File: src/rtl/cordic_load_seq.sv
// cordic_load_seq: loads the CORDIC coefficient table from a valid/ready
// stream, waits a settling interval, then enables the datapath. It also
// tracks lock on the datapath's first output strobe.
//
// Optional feature: define CORDIC_LOAD_CHECKSUM_EN to add the chk_exp/chk_err
// ports. The block then XORs every accepted word together and refuses to arm
// the datapath when the result does not match chk_exp.
module cordic_load_seq #(
  parameter int unsigned LAST_INDEX = 63,  // index of final table entry
  parameter int unsigned ARM_WAIT   = 8    // ARM cycles before cen
) (
  input  logic        clk,
  input  logic        reset,      // synchronous, active low
  input  logic        start,
  input  logic        stop,
  input  logic        s_valid,
  input  logic [47:0] s_data,
  output logic        s_ready,
  input  logic [15:0] fcw_in,
  input  logic [15:0] offset_in,
  input  logic        cfg_upd,
  input  logic        wen7,
  output logic        wen,
  output logic [5:0]  index_wri,
  output logic [47:0] D,
  output logic [15:0] fcw,
  output logic [15:0] offset,
  output logic        cen,
  output logic        busy,
  output logic        locked,
  output logic        aborted
`ifdef CORDIC_LOAD_CHECKSUM_EN
  ,
  input  logic [47:0] chk_exp,
  output logic        chk_err
`endif
);

  typedef enum logic [1:0] {
    IDLE = 2'd0,
    LOAD = 2'd1,
    ARM  = 2'd2,
    RUN  = 2'd3
  } state_t;

  // Frequency word and phase offset always move together.
  typedef struct packed {
    logic [15:0] fcw;
    logic [15:0] offset;
  } cfg_t;

  localparam logic [5:0] LAST_IDX = 6'(LAST_INDEX);
  localparam logic [7:0] ARM_LAST = 8'(ARM_WAIT - 1);

  state_t      state, state_nxt;
  logic [5:0]  wr_cnt;     // next table address to be written
  logic [7:0]  wait_cnt;   // cycles already spent in ARM
  cfg_t        cfg_q;
  logic        hs;         // word accepted this cycle
  logic        last_hs;    // final word of the table accepted this cycle
  logic        start_go;   // IDLE -> LOAD this cycle
  logic        chk_ok;     // checksum agrees (always true without the feature)

`ifdef CORDIC_LOAD_CHECKSUM_EN
  logic [47:0] chk_acc;
  // The final word is folded in here so the comparison can happen on the
  // same edge as the last handshake.
  assign chk_ok = ((chk_acc ^ s_data) == chk_exp);
`else
  assign chk_ok = 1'b1;
`endif

  // State register.
  always_ff @(posedge clk) begin
    if (!reset) state <= IDLE;
    else        state <= state_nxt;
  end

  // Next state and state-decoded outputs. Stop wins over everything else.
  always_comb begin
    state_nxt = state;
    hs        = 1'b0;
    last_hs   = 1'b0;
    start_go  = 1'b0;
    s_ready   = 1'b0;
    busy      = 1'b0;
    cen       = 1'b0;
    case (state)
      IDLE: begin
        if (start && !stop) begin
          start_go  = 1'b1;
          state_nxt = LOAD;
        end
      end
      LOAD: begin
        s_ready = 1'b1;
        busy    = 1'b1;
        if (stop) begin
          state_nxt = IDLE;
        end else if (s_valid) begin
          hs = 1'b1;
          if (wr_cnt == LAST_IDX) begin
            last_hs   = 1'b1;
            state_nxt = chk_ok ? ARM : IDLE;
          end
        end
      end
      ARM: begin
        busy = 1'b1;
        if (stop)                       state_nxt = IDLE;
        else if (wait_cnt == ARM_LAST)  state_nxt = RUN;
      end
      RUN: begin
        cen = 1'b1;
        if (stop) state_nxt = IDLE;
      end
      default: state_nxt = IDLE;
    endcase
  end

  // Table write port: one write the cycle after each accepted word.
  always_ff @(posedge clk) begin
    if (!reset) begin
      wen       <= 1'b0;
      index_wri <= '0;
      D         <= '0;
      wr_cnt    <= '0;
    end else begin
      wen <= hs;
      if (start_go) begin
        wr_cnt <= '0;
      end else if (hs) begin
        index_wri <= wr_cnt;
        D         <= s_data;
        wr_cnt    <= wr_cnt + 6'd1;
      end
    end
  end

  // ARM settling counter. It is held at zero outside ARM, so every ARM entry
  // lasts exactly ARM_WAIT cycles.
  always_ff @(posedge clk) begin
    if (!reset)                                  wait_cnt <= '0;
    else if (state == ARM && state_nxt == ARM)   wait_cnt <= wait_cnt + 8'd1;
    else                                         wait_cnt <= '0;
  end

  // Frequency/offset register. It is captured when the table completes and
  // again on cfg_upd while running. A stop in the same cycle suppresses the
  // update.
  always_ff @(posedge clk) begin
    if (!reset) begin
      cfg_q <= '0;
    end else if ((last_hs && chk_ok) || (state == RUN && cfg_upd && !stop)) begin
      cfg_q.fcw    <= fcw_in;
      cfg_q.offset <= offset_in;
    end
  end

  assign fcw    = cfg_q.fcw;
  assign offset = cfg_q.offset;

  // Lock tracks the first output strobe of the current RUN and drops as soon
  // as RUN is left.
  always_ff @(posedge clk) begin
    if (!reset) locked <= 1'b0;
    else        locked <= (state_nxt == RUN) && (locked || (state == RUN && wen7));
  end

  // Abort flag: sticky until the next accepted start. It is set only when a
  // stop interrupts a sequence that had not yet reached RUN.
  always_ff @(posedge clk) begin
    if (!reset)                                      aborted <= 1'b0;
    else if (start_go)                               aborted <= 1'b0;
    else if (stop && (state == LOAD || state == ARM)) aborted <= 1'b1;
  end

`ifdef CORDIC_LOAD_CHECKSUM_EN
  // Running XOR of accepted words. The error flag holds until the next start.
  always_ff @(posedge clk) begin
    if (!reset) begin
      chk_acc <= '0;
      chk_err <= 1'b0;
    end else if (start_go) begin
      chk_acc <= '0;
      chk_err <= 1'b0;
    end else if (hs) begin
      chk_acc <= chk_acc ^ s_data;
      if (last_hs && !chk_ok) chk_err <= 1'b1;
    end
  end
`endif

endmodule

File: config.mk
export PLATFORM = sky130hd
export DESIGN_NAME = cordic_load_seq
export DESIGN_NICKNAME = d
export VERILOG_FILES = /design/src/rtl/cordic_load_seq.sv
export SDC_FILE = /design/constraint.sdc
export NUM_CORES = 1
export LEC_CHECK = 0
export ABC_AREA = 1
export CORE_ASPECT_RATIO = 1.25
export CORE_UTILIZATION = 25
export DETAILED_ROUTE_END_ITERATION = 6
export DONT_BUFFER_PORTS = 1
export PLACE_DENSITY = 0.46
export SLEW_MARGIN = 5
export SYNTH_ARGS = -nofsm -noshare
export SYNTH_HDL_FRONTEND = slang
export SYNTH_SLANG_ARGS = --single-unit
File: constraint.sdc
create_clock -name clk -period 2.2 [get_ports clk]
set_clock_uncertainty 0.15 [all_clocks]
set_input_delay 0.66 -clock clk [delete_from_list [all_inputs] [get_ports clk]]
set_output_delay 0.66 -clock clk [all_outputs]
set_load 0.02 [all_outputs]
# Word level (Yosys, flattened, before mapping)
# Cells that the tools add are included.
# word_totals
register_bits	105
elab_cells	57
out_inout_bits	92
# classes
reduce_logical	16
n_addsub	2
n_eq_ne	7
n_bitwise	2
muxes	20
# ops
operator	count
$mux 2	7
$mux 1	12
$add 8x1->8 const B	1
$eq 2x2->1 const B	4
$eq 8x3->1 const B	1
$pmux 2 s4	1
$logic_and 1x1->1	7
$add 6x1->6 const B	1
$eq 6x6->1 const B	1
$reduce_and 2->1	2
$reduce_or 2->1	2
$logic_or 1x1->1	3
$eq 2x1->1 const B	1
$logic_not 2->1	1
$not 1->1	2
$logic_not 1->1	1

# Longest topological paths before layout
# depth
depth_word	8
ltp_mapped	12

# Least setup slack after synthesis
# Ideal clock, no wire load.
# synth_timing
path_kind	register -> register
start	register state[0]
end	register D[29]
path_buffers	2
setup_slack_ps	370
path_stages_with_launch	11
t_required_ps	1937
period_less_slack_ps	1830
arrival_time_ps	1567
cell_sequence	dfxtp_1 -> ha_1 -> inv_1 -> nor2_4 -> nand2_4 -> inv_2 -> nand2_4 -> buf_6 -> buf_6 -> o21ai_1 -> nor2_1
# synth_between
elab_chain_cells	4
elab_cells_between_ends	6
cone_classes	1 x eq/ne; 2 x mux; 1 x bitwise; 2 x reduce/logical
# synth_rtl
item	line	source
start: declaration	55	state_t state, state_nxt;
start signal: assignment	76	else state <= state_nxt;
$logic_not 2->1	88	case (state)
$mux 1	88	
$not 1->1 (no line)	n/a	
$reduce_and 2->1 (no line) *	n/a	
end signal: assignment	134	D <= s_data;
end: declaration	25	output logic [47:0] D,
# Mark *: on every way between the ends. The rest lies on a longest branch, timed or not.
# A chain may end at the register's enable or synchronous reset.

# Final worst setup path
# layout_timing
start	register state[0]
end	output busy
# layout_between
elab_chain_cells	3
elab_cells_between_ends	4
cone_classes	2 x eq/ne; 1 x mux; 1 x reduce/logical
# layout_rtl
item	line	source
$eq 2x2->1 / $eq 2x1->1 (equally long branches)	88	
$reduce_or 2->1 (no line) *	n/a	
$mux 1 *	88	
end: declaration	29	output logic busy,
# Marks and branches as above.

==> flow_summary.yaml <==
outcome:
  status: "complete, no violations"
power_and_ir_drop:
  peakVddDrop_mv: 0.383
  p_sw_w: 0.000909
  p_per_area_nw_per_um2: 819
  pwr-share-seq_pct: 54.1
  p_int_w: 0.00277
  power_frac_clock_pct: 42.4
  leakage_nw: 1.71
  swShare_pct: 24.7
  pwr-share-comb_pct: 3.5
detailed_routing:
  routed_wl_um: 9850
  avgViaCountPerCell: 4.42
  top_layer: "met4"
  wl_met2_um: 4630
  met3_length_um: 1110
  first_pass_iters: 4
  dr.first_iter.drc_count: 87
  drcViolationCount: 0
  wire_per_inst_um: 14.0
  vias: 3114
  ant_nets: 0
  wl_met1_um: 3920
layout:
  fin_area_um2: 4490
  final_layout_size_suffix_gt1_share_pct: 10.8
  final.fill_count: 1743
  num_antenna_cells: 0
  num-nets-final: 582
  areaGrowthSynthToFinish_pct: 10.6
place:
  pre_cts_ws_ns: 0.161
  place_area_um2: 4200
  place_congestion: 0.692
  detailed_place_hpwl_um: 7120
  numPortBuffers: 0
floorplanning:
  core-area_um2: 15800
  row_count: 51
  initial_utilization_pct: 25.8
  die-area_um2: 16800
  dieHeight_um: 145
  io_pins: 179
  die_x_um: 116
timing:
  drv_slew: 0
  fin_setup_tns_ns: 0
  timing.fmax_mhz: 483
  setup_viol: 0
  rsz0062_at_grt: "false"
  tightest_slew_ns: 0.517
  setup_slack_ns: 0.130
  slew_headroom_pct: 65.5
  post-route-min-period_ns: 2.07
  final.period_utilization_pct: 94.1
  finalHoldViolCount: 0
worst_setup_path:
  worst_setup_path_start_kind: "register"
  reg2reg_from: "state[1]$_SDFF_PN0_"
  worst-path-stages: 2
  crit_buf_inv: 1
  ff2ff_path_depth: 9
  required_ns: 1.39
  cp_slowest_cell: "ha_2"
  crit_start: "state[0]$_SDFF_PN0_"
  cp_max_fo: 4
  crit_chain: "inv_1, ha_2"
  setup.worst_path.end_class: "output port"
  worstSetupPathType: "reg2out"
  rrSetupSlack_ns: 0.20
  critPathTopFamily: "adder cells"
  cpPeakStageDelay_ns: 0.41
  critPathArrivalTime_ns: 1.26
min_path:
  holdPathStages: 2
  hp-class: "in2reg"
  hp-start: "reset"
cts:
  cts_setup_buffers: 0
  cts_buffer_depth: 2
  hold_buffers: 0
  clockRootBuffer: "clkbuf_16"
  clock-sinks: 105
  cts_buffers: 9
  clk_latency_ns: 0.35
  cts_tree: "built"
  path_clk_slew_ns: 0.07
  htree_levels: 3
yosys:
  syn_inst: 497
  seq_area_frac_synth_pct: 51.7
  synth_area_um2: 4070
  yosys_warnings: 0
  ys_types: 33
  synthesis.nets: 591
  avgSynthCellArea_um2: 8.18
  ys_seq_elements: 105
grt:
  grt_use_total_pct: 11.6
  antenna_found_initial: 0
  first_global_vias: 2946
  grt_start_max_net_pins: 89
  grt_pass1_wl_um: 14600
  grt_overflow: 0
job:
  drv_cap: 0
-- state kept, by name, indices dropped and copies added (netlist names) --
| name | cells |
|---|---|
| index_wri | 6 |
| wen | 1 |
| aborted | 1 |
| D | 48 |
| wait_cnt | 8 |
| state | 2 |
| locked | 1 |
| wr_cnt | 6 |
| fcw | 16 |
| offset | 16 |
-- stage by stage --
step           total power, W  hold WS [ns]  cells  utilization (%)
6_report              0.00368         0.288    705             28.5
3_3_place_gp          0.00217         0.297    689             26.7
4_1_cts               0.00377         0.268    705             28.5
5_1_grt               0.00386         0.267    705             28.5
2_1_floorplan         0.00216         0.289    497                -
3_5_place_dp          0.00217         0.300    689             26.7
-- layout make-up --
| cell class | count | area (µm²) | area share (%) |
|---|---|---|---|
| Sequential cell | 105 | 2100 | 46.8 |
| Multi-Input combinational cell | 342 | 1690 | 37.6 |
| Tap cell | 212 | 265 | 5.90 |
| Clock buffer | 9 | 225 | 5.01 |
| Inverter | 24 | 91.3 | 2.03 |
| Clock inverter | 7 | 61.3 | 1.36 |
| Timing Repair Buffer | 6 | 57.6 | 1.28 |
-- layer usage --
metal	vias up	global-route usage, %
li1	1582	-
met1	1384	12.2
met2	136	19.0
met3	12	5.53
met4	0	6.75
met5	-	0
-- final timing paths --
| path | endpoint |
|---|---|
| worst max-delay path | busy |
| worst min-delay path | D[14]$_SDFFE_PN0P_ |
| worst max register to register | fcw[8]$_SDFFE_PN0P_ |
| worst min register to register | wr_cnt[5]$_SDFFE_PP0P_ |
-- cells in the mapped netlist (all sizes together) --
cell type	n	share of area (%)
dfxtp	105	52
xor2	5	1.1
nand3b	1	0.18
a21oi	16	2.0
clkbuf	10	0.98
buf	16	3.5
nor4	1	0.52
nor3	10	2.2
xnor2	1	0.22
o21a	1	0.18
nand4	1	0.15
nand2	28	3.5
nor2	171	16
inv	23	2.1
nand3	10	1.7
clkinv	1	0.12
a211oi	1	0.31
o21ai	89	11
ha	7	2.2
-- cells in the final DEF, fill, tap and decap left out, types with 2 or more instances in the layout --
cell type and instances:
nor2_1 169, dfxtp_1 104, o21ai_0 63, o21ai_1 24, nand2_1 21, inv_1 18, a21oi_1 16, clkbuf_16 9
nand3_1 8, nor3_2 8, ha_1 6, inv_2 5, xor2_1 5, buf_4 5, nand2_4 4, nand2_2 3
inv_6 3, nor3_1 2, clkinvlp_4 2
-- power groups by stage --
stage,Combinational (W),Sequential (W),Clock [W]
finish,0.000129,0.00199,0.00156
global route,0.000149,0.00200,0.00171
CTS,0.000132,0.00199,0.00164
detailed placement,0.000131,0.00204,0
global placement,0.000128,0.00204,0
floorplan,0.000126,0.00203,0
-- logic make-up (layout without fill, tap and decap cells) --
| kind of cell | count (synthesis) | in the layout | share of synthesized area, % |
|---|---|---|---|
| buf+inv | 50 | 46 | 6.77 |
| flops | 105 | 105 | 51.7 |
| xor+xnor | 6 | 6 | 1.29 |
| fa+ha+maj | 7 | 7 | 2.15 |
| compound gates | 107 | 107 | 13.8 |
| simple gates | 222 | 222 | 24.3 |
-- what timing repair did --
item,4_1_cts,5_1_grt
setup endpoints to repair,1,1
pin swaps,0,0
resized for setup,1,1
Note: power is estimated with default switching activity, not from simulation.
